--- src/rtl/icache_refill_unit_pkg.sv ---
// Shared L1I cache definitions: beat size and the refill-unit state encoding.
package icache_refill_unit_pkg;

    localparam int unsigned BEAT_BYTES = 8;

    typedef enum logic [2:0] {
        ST_IDLE,
        ST_REQ,
        ST_FILL,
        ST_DRAIN,
        ST_DONE
    } refill_state_e;

endpackage

--- src/rtl/icache_refill_fifo.sv ---
// Small synchronous FIFO that buffers memory read beats on their way to the L1I.
module icache_refill_fifo #(
    parameter int unsigned WIDTH = 64,
    parameter int unsigned DEPTH = 4
) (
    input  logic             clk,
    input  logic             rst_n,
    input  logic             i_clr,
    input  logic             i_push,
    input  logic             i_pop,
    input  logic [WIDTH-1:0] i_data,
    output logic [WIDTH-1:0] o_data,
    output logic             o_full,
    output logic             o_empty
);

    localparam int unsigned AW = $clog2(DEPTH);

    logic [WIDTH-1:0] r_mem [DEPTH];
    logic [AW:0]      r_wr_ptr;
    logic [AW:0]      r_rd_ptr;
    logic             w_do_push;
    logic             w_do_pop;

    // Pointers carry one extra wrap bit to tell full from empty.
    assign o_empty   = (r_wr_ptr == r_rd_ptr);
    assign o_full    = (r_wr_ptr[AW] != r_rd_ptr[AW]) && (r_wr_ptr[AW-1:0] == r_rd_ptr[AW-1:0]);
    assign w_do_pop  = i_pop && !o_empty;
    assign w_do_push = i_push && (!o_full || w_do_pop);
    assign o_data    = r_mem[r_rd_ptr[AW-1:0]];

    always_ff @(posedge clk or negedge rst_n) begin
        if (!rst_n) begin
            r_wr_ptr <= '0;
            r_rd_ptr <= '0;
        end else if (i_clr) begin
            r_wr_ptr <= '0;
            r_rd_ptr <= '0;
        end else begin
            if (w_do_push) r_wr_ptr <= r_wr_ptr + (AW+1)'(1);
            if (w_do_pop)  r_rd_ptr <= r_rd_ptr + (AW+1)'(1);
        end
    end

    always_ff @(posedge clk or negedge rst_n) begin
        if (!rst_n) begin
            for (int i = 0; i < int'(DEPTH); i++) r_mem[i] <= '0;
        end else if (w_do_push && !i_clr) begin
            r_mem[r_wr_ptr[AW-1:0]] <= i_data;
        end
    end

endmodule

--- src/rtl/icache_refill_unit.sv ---
// L1I refill engine: issues one block read per miss and streams the beats to the cache.
module icache_refill_unit
    import icache_refill_unit_pkg::*;
#(
    parameter int unsigned B          = 64,
    parameter int unsigned FIFO_DEPTH = 4
) (
    input  logic        clk,
    input  logic        reset,
    input  logic        CacheRepActive,
    input  logic [31:0] Address,
    output logic        RepReady,
    output logic [63:0] RepWord,
    output logic        MemReq,
    output logic [31:0] MemAddr,
    input  logic        MemReqReady,
    input  logic        MemRValid,
    input  logic [63:0] MemRData,
    output logic        MemRReady,
    output logic        RefillBusy
);

    localparam int unsigned BEATS = B / BEAT_BYTES;
    localparam int unsigned CW    = $clog2(BEATS) + 1;
    localparam int unsigned OFF   = $clog2(B);

    refill_state_e r_state;
    refill_state_e w_next;
    logic [CW-1:0] r_rx_cnt;
    logic [CW-1:0] r_tx_cnt;
    logic [31:0]   r_addr;
    logic          r_req_pend;
    logic          w_start;
    logic          w_accept;
    logic          w_push;
    logic          w_pop;
    logic          w_clr;
    logic          w_full;
    logic          w_empty;
    logic          w_unused_addr_bits;

    assign w_unused_addr_bits = ^Address[OFF-1:0];

    // Beats arriving while draining are counted but never enter the buffer.
    assign MemRReady  = ((r_state == ST_FILL) || (r_state == ST_DRAIN)) && !w_full
                        && (r_rx_cnt < CW'(BEATS));
    assign w_accept   = MemRValid && MemRReady;
    assign w_push     = w_accept && (r_state == ST_FILL);
    assign RepReady   = !w_empty && CacheRepActive && (r_state == ST_FILL);
    assign w_pop      = RepReady;
    assign w_clr      = (r_state == ST_DRAIN);
    assign MemReq     = r_req_pend;
    assign MemAddr    = r_addr;
    assign RefillBusy = (r_state != ST_IDLE);

    always_ff @(posedge clk or negedge reset) begin
        if (!reset) r_state <= ST_IDLE;
        else        r_state <= w_next;
    end

    always_comb begin
        w_next  = r_state;
        w_start = 1'b0;
        case (r_state)
            ST_IDLE: begin
                if (CacheRepActive) begin
                    w_next  = ST_REQ;
                    w_start = 1'b1;
                end
            end
            ST_REQ: begin
                if (!CacheRepActive)  w_next = ST_DRAIN;
                else if (MemReqReady) w_next = ST_FILL;
            end
            ST_FILL: begin
                if (!CacheRepActive)                             w_next = ST_DRAIN;
                else if (w_pop && (r_tx_cnt == CW'(BEATS - 1)))  w_next = ST_DONE;
            end
            ST_DRAIN: begin
                if (r_rx_cnt == CW'(BEATS)) w_next = ST_IDLE;
            end
            ST_DONE: begin
                if (!CacheRepActive) w_next = ST_IDLE;
            end
            default: w_next = ST_IDLE;
        endcase
    end

    // Request stays pending until granted, even if the miss is flushed meanwhile.
    always_ff @(posedge clk or negedge reset) begin
        if (!reset) begin
            r_rx_cnt   <= '0;
            r_tx_cnt   <= '0;
            r_addr     <= '0;
            r_req_pend <= 1'b0;
        end else if (w_start) begin
            r_rx_cnt   <= '0;
            r_tx_cnt   <= '0;
            r_addr     <= {Address[31:OFF], {OFF{1'b0}}};
            r_req_pend <= 1'b1;
        end else begin
            if (w_accept)                  r_rx_cnt   <= r_rx_cnt + CW'(1);
            if (w_pop)                     r_tx_cnt   <= r_tx_cnt + CW'(1);
            if (r_req_pend && MemReqReady) r_req_pend <= 1'b0;
        end
    end

    icache_refill_fifo #(
        .WIDTH (64),
        .DEPTH (FIFO_DEPTH)
    ) u_fifo (
        .clk     (clk),
        .rst_n   (reset),
        .i_clr   (w_clr),
        .i_push  (w_push),
        .i_pop   (w_pop),
        .i_data  (MemRData),
        .o_data  (RepWord),
        .o_full  (w_full),
        .o_empty (w_empty)
    );

endmodule

--- config.mk ---
export PLATFORM = sky130hd
export DESIGN_NAME = icache_refill_unit
export DESIGN_NICKNAME = d
export VERILOG_FILES = /design/src/rtl/icache_refill_unit_pkg.sv /design/src/rtl/icache_refill_fifo.sv /design/src/rtl/icache_refill_unit.sv
export SDC_FILE = /design/constraint.sdc
export NUM_CORES = 1
export LEC_CHECK = 0
export BUFFER_PORTS_ARGS = -buffer_cell sky130_fd_sc_hd__buf_2
export CAP_MARGIN = 25
export CORE_MARGIN = 3
export CORE_UTILIZATION = 25
export CTS_BUF_LIST = sky130_fd_sc_hd__clkbuf_4
export DETAILED_ROUTE_END_ITERATION = 6
export GPL_TIMING_DRIVEN = 0
export HOLD_SLACK_MARGIN = 0.08
export SLEW_MARGIN = 30
export SYNTH_ARGS = -nofsm -noshare
export SYNTH_HDL_FRONTEND = slang
export SYNTH_SLANG_ARGS = --single-unit
--- constraint.sdc ---
create_clock -name clk -period 2.9 [get_ports clk]
set_input_delay 0.29 -clock clk [delete_from_list [all_inputs] [get_ports clk]]
set_output_delay 0.29 -clock clk [all_outputs]
set_load 0.02 [all_outputs]
==> results.md, run 1 <==
- Run status: finished clean
- Slew Limit Headroom: 63.3%
- Vias: 8604
- CTS Buf Count: 85
- Fill count: 5080
- Leading area contributor after synthesis: dfrtp_1
- Initial Utilization: 25.3%
- Largest net degree at the start of global routing: 89
- Clk_lat worst skew: 790 ps
- Pwr Total: 17.3 mW
- # rows: 83
- Reg2reg setup slack: 310 ps
- Pins Over Slew Limit: 0
- Post-DP HPWL: 22300 µm
- Global Route met3 Usage: 3.73%
- CP max stage cell: dfrtp_1
- Iter 0 DRT Violations: 374
- Clk sinks: 300
- Worst setup startpoint: u_fifo.r_rd_ptr[1]
- Post-synth top flop: dfrtp_1
- Core area: 51500 µm²
- Antenna violations before repair: 4
- RSZ-0062 raised after global routing: false
- Final Hold Fails: 0
- Clock transition at path regs: 70 ps
- Yosys warns: 0
- Netlist cell types: 36
- Fin Setup TNS: 0 ps
- Hold path startpoint: Address[6]
- GR peak layer: met2
- CP top delay family: buffers and inverters
- Top cells by area, synth: dfrtp_1, mux2_2, mux4_2
- Post-Route WL: 34700 µm
- Synthesis-stage register bit count: 300
- Vias per cell: 4.34
- Netlist Area Pre-Place: 13100 µm²
- Grt ovf: 0
- CP Class: reg2out
- Setup violators final: 0
- Post-CTS Setup Bufs: 0
- Drt wl/cell: 17.5 µm
- Crit path cell chain: buf_6 -> clkbuf_4 -> mux4_2 -> buf_2
- HP Class: in2reg
- Clock Path Buffers: 3
- Slowest stage delay, CP: 500 ps
- Fraction of registers with async set/reset: 100%
- CTS tree: built
- Die span in y: 234 µm
- Pwr Density: 1000 nW/µm²
- Synth Instances: 841
- F_max: 375 MHz
- Area share of the largest cell type after synthesis: 57.5%
- DRC: 0
- CP Capture Type: output port
- R2r worst-path depth: 8
- First-pass GRT wire length: 54200 µm
- CP bufs+invs: 3
- Number of nets in the layout: 1343
- Htree depth: 3
- P_leak: 8.27 nW
- Layout Area Growth over Synthesis: 32.7%
- Number of synthesized flops with an enable pin: 0
- Avg Cell Area, Syn: 15.5 µm²
- Most frequent cell after synthesis: dfrtp_1
- Worst path depth: 4
- RR Startpoint: r_state[2]
- Crit path required time: 2610 ps
- IO buf count: 188
- Data arrival time of the worst path: 2380 ps
- DRT antenna net count: 0
- Chip width: 234 µm
- Met2 global-route usage: 21.0%
- Worst Tran Pin Value: 550 ps
- Number of max-cap violations: 0
- Worst r2r dst: MemAddr[20]
- Vias in the first global route: 9600
- CP startpoint kind: register
- Worst setup path end: RepWord[7]
- Ratio of cells with drive above 1 in the final layout: 49.0%
- Clock Skews: 45.8 ps
- Sequential fraction of the synthesis area: 57.5%
- Die area: 55000 µm²
- Root buf cell: clkbuf_4
- Min Tclk post-route: 2670 ps
- Met1 Use GR: 16.4%
- Max rail drop VDD: 437 µV
- Critical Path Fanout Max: 10
- Commonest cells in the netlist: dfrtp_1, mux2_2, nand2_1, mux2_1, mux4_2
- IO Pins: 201
- Drt first pass iters: 4
- All-layer global routing usage: 13.0%
- Tcrit/Tclk final: 92.0%
- GPL Wtd Cong: 0.713
power breakdown:
| group | leakage (nW) | total [mW] | switching, mW | internal [mW] |
|---|---|---|---|---|
| clock | 0.673 | 4.05 | 1.84 | 2.21 |
| combinational | 3.69 | 6.66 | 3.34 | 3.32 |
| sequential | 3.91 | 6.63 | 0.799 | 5.83 |
repair_timing:
action | in CTS | in global routing
setup endpoints to repair | 59 | 8
endpoints found under the hold margin | 429 | 0
gates resized for setup | 30 | 4
hold buffers | 110 | 0
cloned | 0 | 0
pin swaps | 0 | 0
placed cells by master, fill, tap and decap left out, types with 4 or more instances in the layout:
cell,synthesis,layout
nor2_1,8,8
nand2_1,91,91
mux2i_1,7,7
dfrtp_1,300,299
clkbuf_4,0,132
dlygate4sd3_1,0,109
o21ai_0,4,4
inv_1,6,6
buf_6,0,5
buf_2,25,207
buf_4,11,13
mux2_1,71,71
ha_1,8,8
mux2_2,187,187
clkinv_1,0,12
buf_16,0,4
clkinv_2,0,5
clkbuf_1,14,9
xnor2_1,7,5
conb_1,1,6
mux4_2,64,64
per-stage QoR:
stage | hold WS (ps) | util (%) | instances | area [µm²] | setup WS, ps
2_1_floorplan | -5.59 | - | 846 | 13100 | 876
5_1_grt | 146 | 33.6 | 1981 | 17300 | 18.1
3_3_place_gp | 459 | 28.9 | 1714 | 14900 | -4160
3_5_place_dp | 270 | 29.0 | 1717 | 15000 | 170
4_1_cts | 81.8 | 33.6 | 1979 | 17300 | 6.49
6_report | 224 | 33.6 | 1981 | 17300 | 232
area by class of cell:
type,instances,area [µm²],area share (%)
sequential,300,7510,43.4
multi-input combinational,485,5290,30.5
timing repair buffer,301,2150,12.4
clock buffer,129,968,5.59
tap,680,851,4.91
buffer,55,368,2.12
clock inverter,23,154,0.889
inverter,6,22.5,0.130
antenna,2,5.00,0.0289
state kept, by name, summed over array words and instances, names as in the netlist:
signal           count
u_fifo.r_wr_ptr      3
r_rx_cnt             4
u_fifo.r_rd_ptr      3
MemReq               1
r_tx_cnt             4
u_fifo.r_mem       256
MemAddr             26
r_state              3
worst reg2reg max path, stage by stage (launching register included):
cell	delay (ps)
dfrtp_1	360
clkbuf_1	210
nor3_1	350
and2_1	170
clkbuf_1	270
clkbuf_1	400
nand2_1	120
nand2_1	80
dlygate4sd3_1	580
cell families (layout without fill, tap and decap cells):
kind of cell / count (synthesis) / count (layout) / share of synthesized area [%]
muxes: 329 / 329 / 33.8
and+or+nand+nor: 119 / 119 / 4.19
DFF: 300 / 300 / 57.5
adders and majority gates: 8 / 8 / 0.767
xor gates and xnor gates: 8 / 8 / 0.537
AOI/OAI and AO/OA: 15 / 15 / 0.815
buffers and inverters: 61 / 514 / 2.31
other: 1 / 8 / 0.0287
worst min-delay path by stage:
stage | slack (ps) | depth (start not counted) | endpoint
after CTS | 80 | 4 | MemAddr[6]
after detailed placement | 270 | 1 | u_fifo.r_mem[133]
after global placement | 460 | 2 | MemAddr[28]
final | 220 | 4 | MemAddr[6]
after floorplan | -6 | 0 | MemAddr[10]
after global routing | 150 | 4 | MemAddr[11]
metal layers:
layer / share of wire [%] / vias to the layer above
met5: 0.061 / -
met4: 2.4 / 4
met3: 6.0 / 60
met2: 47 / 234
met1: 44 / 4401
li1: - / 3905
No activity file was read; power rests on OpenSTA's default activity.
==> run 2: changes to the inputs <==
Settings changed: SYNTH_HIERARCHICAL set to 1.
Clock period 2.9 ns to 2.6 ns, I/O delays scaled along.
==> run 2 against run 1 <==
The run now ends with negative setup slack left. First-iteration DRC count shrank 20%. Worst hold slack lost 2.3 ps. Cell count grew 5.8%. Core utilization grew 3.7 points. Power grew 4.3%. Worst setup slack lost 480 ps. Largest cell class unchanged. Synthesized area grew 3.7%. Critical path depth grew 11. Count of clock-buffer cells in the layout shrank 2. Register-to-register slack lost 560 ps.
==> results.md, run 2 <==
- Largest family of logic cells by synthesized area: multiplexers
- # rows: 84
- Vias per cell: 4.39
- Simple-Gate Fraction of Synth Area: 4.61%
- Clock Skews: 55.0 ps
- IO buf count: 188
- Commonest cells in the netlist: dfrtp_1, mux2_2, nand2_1, mux4_2, buf_6
- DRT antenna net count: 0
- Max rail drop VDD: 548 µV
- Clk sinks: 300
- CTS tree: built
- Pins Over Slew Limit: 0
- Ratio of cells with drive above 1 in the final layout: 56.6%
- Final Hold Fails: 0
- Synthesis-stage register bit count: 300
- Crit path required time: 3260 ps
- P_leak: 9.64 nW
- Slew Limit Headroom: 52.8%
- Tcrit/Tclk final: 109%
- Min Tclk post-route: 2850 ps
- First-pass GRT wire length: 57800 µm
- Fin Setup TNS: -28680 ps
- Initial Utilization: 25.5%
- Vias in the first global route: 10100
- Synth Area in Compound Gates: 1.60%
- XOR/XNOR share of the synthesized area: 0.555%
- Sequential fraction of the synthesis area: 55.5%
- Reg2reg setup slack: -250 ps
- Slowest stage delay, CP: 390 ps
- Htree depth: 3
- F_max: 351 MHz
- Critical Path Fanout Max: 5
- Post-Place Cells: 1750
- Commonest cells after routing, fill and taps aside: dfrtp_1, mux2_2, buf_2, clkbuf_4, dlygate4sd3_1
- HP Class: in2reg
- Pwr Density: 914 nW/µm²
- CTS Buf Count: 89
- GPL Wtd Cong: 0.710
- Worst path depth: 15
- R2r worst-path depth: 15
- Drt wl/cell: 17.9 µm
- Number of flip-flops in the largest register: 256
- Die area: 57000 µm²
- Top cells by area, synth: dfrtp_1, mux2_2, mux4_2
- Drt first pass iters: 4
- Number of max-cap violations: 0
- Yosys warns: 6
- Netlist cell types: 46
- CP Class: reg2reg
- CP bufs+invs: 6
- Clk_lat worst skew: 790 ps
- Setup violators final: 280
- All-layer global routing usage: 13.2%
- Post-Route WL: 37500 µm
- Crit path cell chain: buf_8 -> buf_12 -> xnor2_4 -> nand2_2 -> nor2_2 -> nor4b_4 -> nand2_2 -> nor3_4 -> buf_4 -> and3b_1 -> o41ai_4 -> buf_6 -> buf_12 -> buf_12 -> mux2_4
- Grt ovf: 0
- Hold Crit Depth: 3
- Fraction of the mapped netlist area in adder cells: 0.740%
- Fin area: 19800 µm²
- Most frequent CP cell: buf_12
- Pwr Total: 18.1 mW
- Multiplexer area fraction after synthesis: 33.4%
- Slack of the critical path: -246 ps
- Post-Place Cell Area: 15600 µm²
- CP top delay family: simple AND/OR/NAND/NOR gates
- Fin cells: 2095
- Clock transition at path regs: 70 ps
- Chip width: 239 µm
- Layout Area Growth over Synthesis: 46.1%
- Post-DP HPWL: 22100 µm
- Post-synth top flop: dfrtp_1
- DRC: 0
- Root buf cell: clkbuf_4
- Synth Instances: 859
- Data arrival time of the worst path: 3510 ps
- Netlist Area Pre-Place: 13500 µm²
- Worst Tran Pin Value: 705 ps
- Core area: 53100 µm²
- Most frequent cell after synthesis: dfrtp_1
- Avg Cell Area, Syn: 15.8 µm²
- RSZ-0062 raised after global routing: true
- Antenna violations before repair: 2
- Iter 0 DRT Violations: 300
- Fraction of registers with async set/reset: 100%
- Leading area contributor after synthesis: dfrtp_1
- Area share of the largest cell type after synthesis: 55.5%
- CP max stage cell: dfrtp_1
- Number of nets in the layout: 1449
- CP startpoint kind: register
- Clock Path Buffers: 3
- Vias: 9189
- CP Capture Type: register
- Failing checks: negative setup slack
- Die span in y: 239 µm
- IO Pins: 201
- Number of synthesized flops with an enable pin: 0
- Largest net degree at the start of global routing: 85
- Largest register by flop count: u_fifo/r_mem
- Most common cell after layout, fill and taps aside: dfrtp_1
- Run status: finished, violations left
-- run 2: area by class of cell --
type                    instances  area, µm²
fillers                      5042      33300
clock buffers                 127        953
diodes                          2       5.00
flip-flops and latches        300       7510
plain buffers                  51        688
multi-input cells             499       5660
clock inverters                29        224
inverters                       9       33.8
repair buffers                390       3840
well taps                     688        861
-- run 2: cells by family after synthesis --
family | Yosys count
mux | 332
fa+ha+maj | 8
xor+xnor | 6
other cells | 1
simple gates | 128
compound gates | 19
buf+inv | 65
flops | 300
-- run 2: final timing paths --
check	start	end
setup / recovery	u_fifo/r_rd_ptr[0]	u_fifo/r_mem[34]
hold / removal	MemReqReady	MemReq
setup reg to reg	u_fifo/r_rd_ptr[0]	u_fifo/r_mem[34]
hold reg to reg	MemAddr[13]	MemAddr[13]
max in group asynchronous	reset	u_fifo/r_mem[186]
min in group asynchronous	reset	u_fifo/r_mem[169]
-- run 2: worst reg2reg max path: stages (launching register included) --
cell and delay (ps):
dfrtp_1 390, buf_8 140, buf_12 130, xnor2_4 140, nand2_2 70, nor2_2 50, nor4b_4 270, nand2_2 130
nor3_4 200, buf_4 150, and3b_1 190, o41ai_4 100, buf_6 190, buf_12 140, buf_12 140, mux2_4 300
-- run 2: what timing repair did --
action,4_1_cts,5_1_grt
endpoints found under the setup margin,322,321
resized for setup,194,33
endpoints found under the hold margin,537,0
buffers inserted,34,12
pin swaps,14,3
gates cloned,20,5
hold buffers,126,0
-- run 2: routing by layer --
| layer | GRT usage (%) | share of wire, % |
|---|---|---|
| met5 | 0 | 0 |
| met2 | 21.2 | 48 |
| met3 | 4.19 | 6.3 |
| met1 | 16.6 | 43 |
| met4 | 5.06 | 2.3 |
-- run 2: where the power goes --
part           internal [mW]  switching [mW]
combinational           3.49            3.10
sequential              6.03           0.706
clock                   2.63            2.12
total                   12.2            5.93
-- run 2: metrics by stage --
stage          setup WS [ps]  hold slack (ps)  util [%]
6_report                -246              222      37.3
3_3_place_gp           -5010              455      29.0
4_1_cts                 -297             98.3      36.8
3_5_place_dp            -596              169      29.4
2_1_floorplan           -146            -35.6         -
5_1_grt                 -357              140      37.3
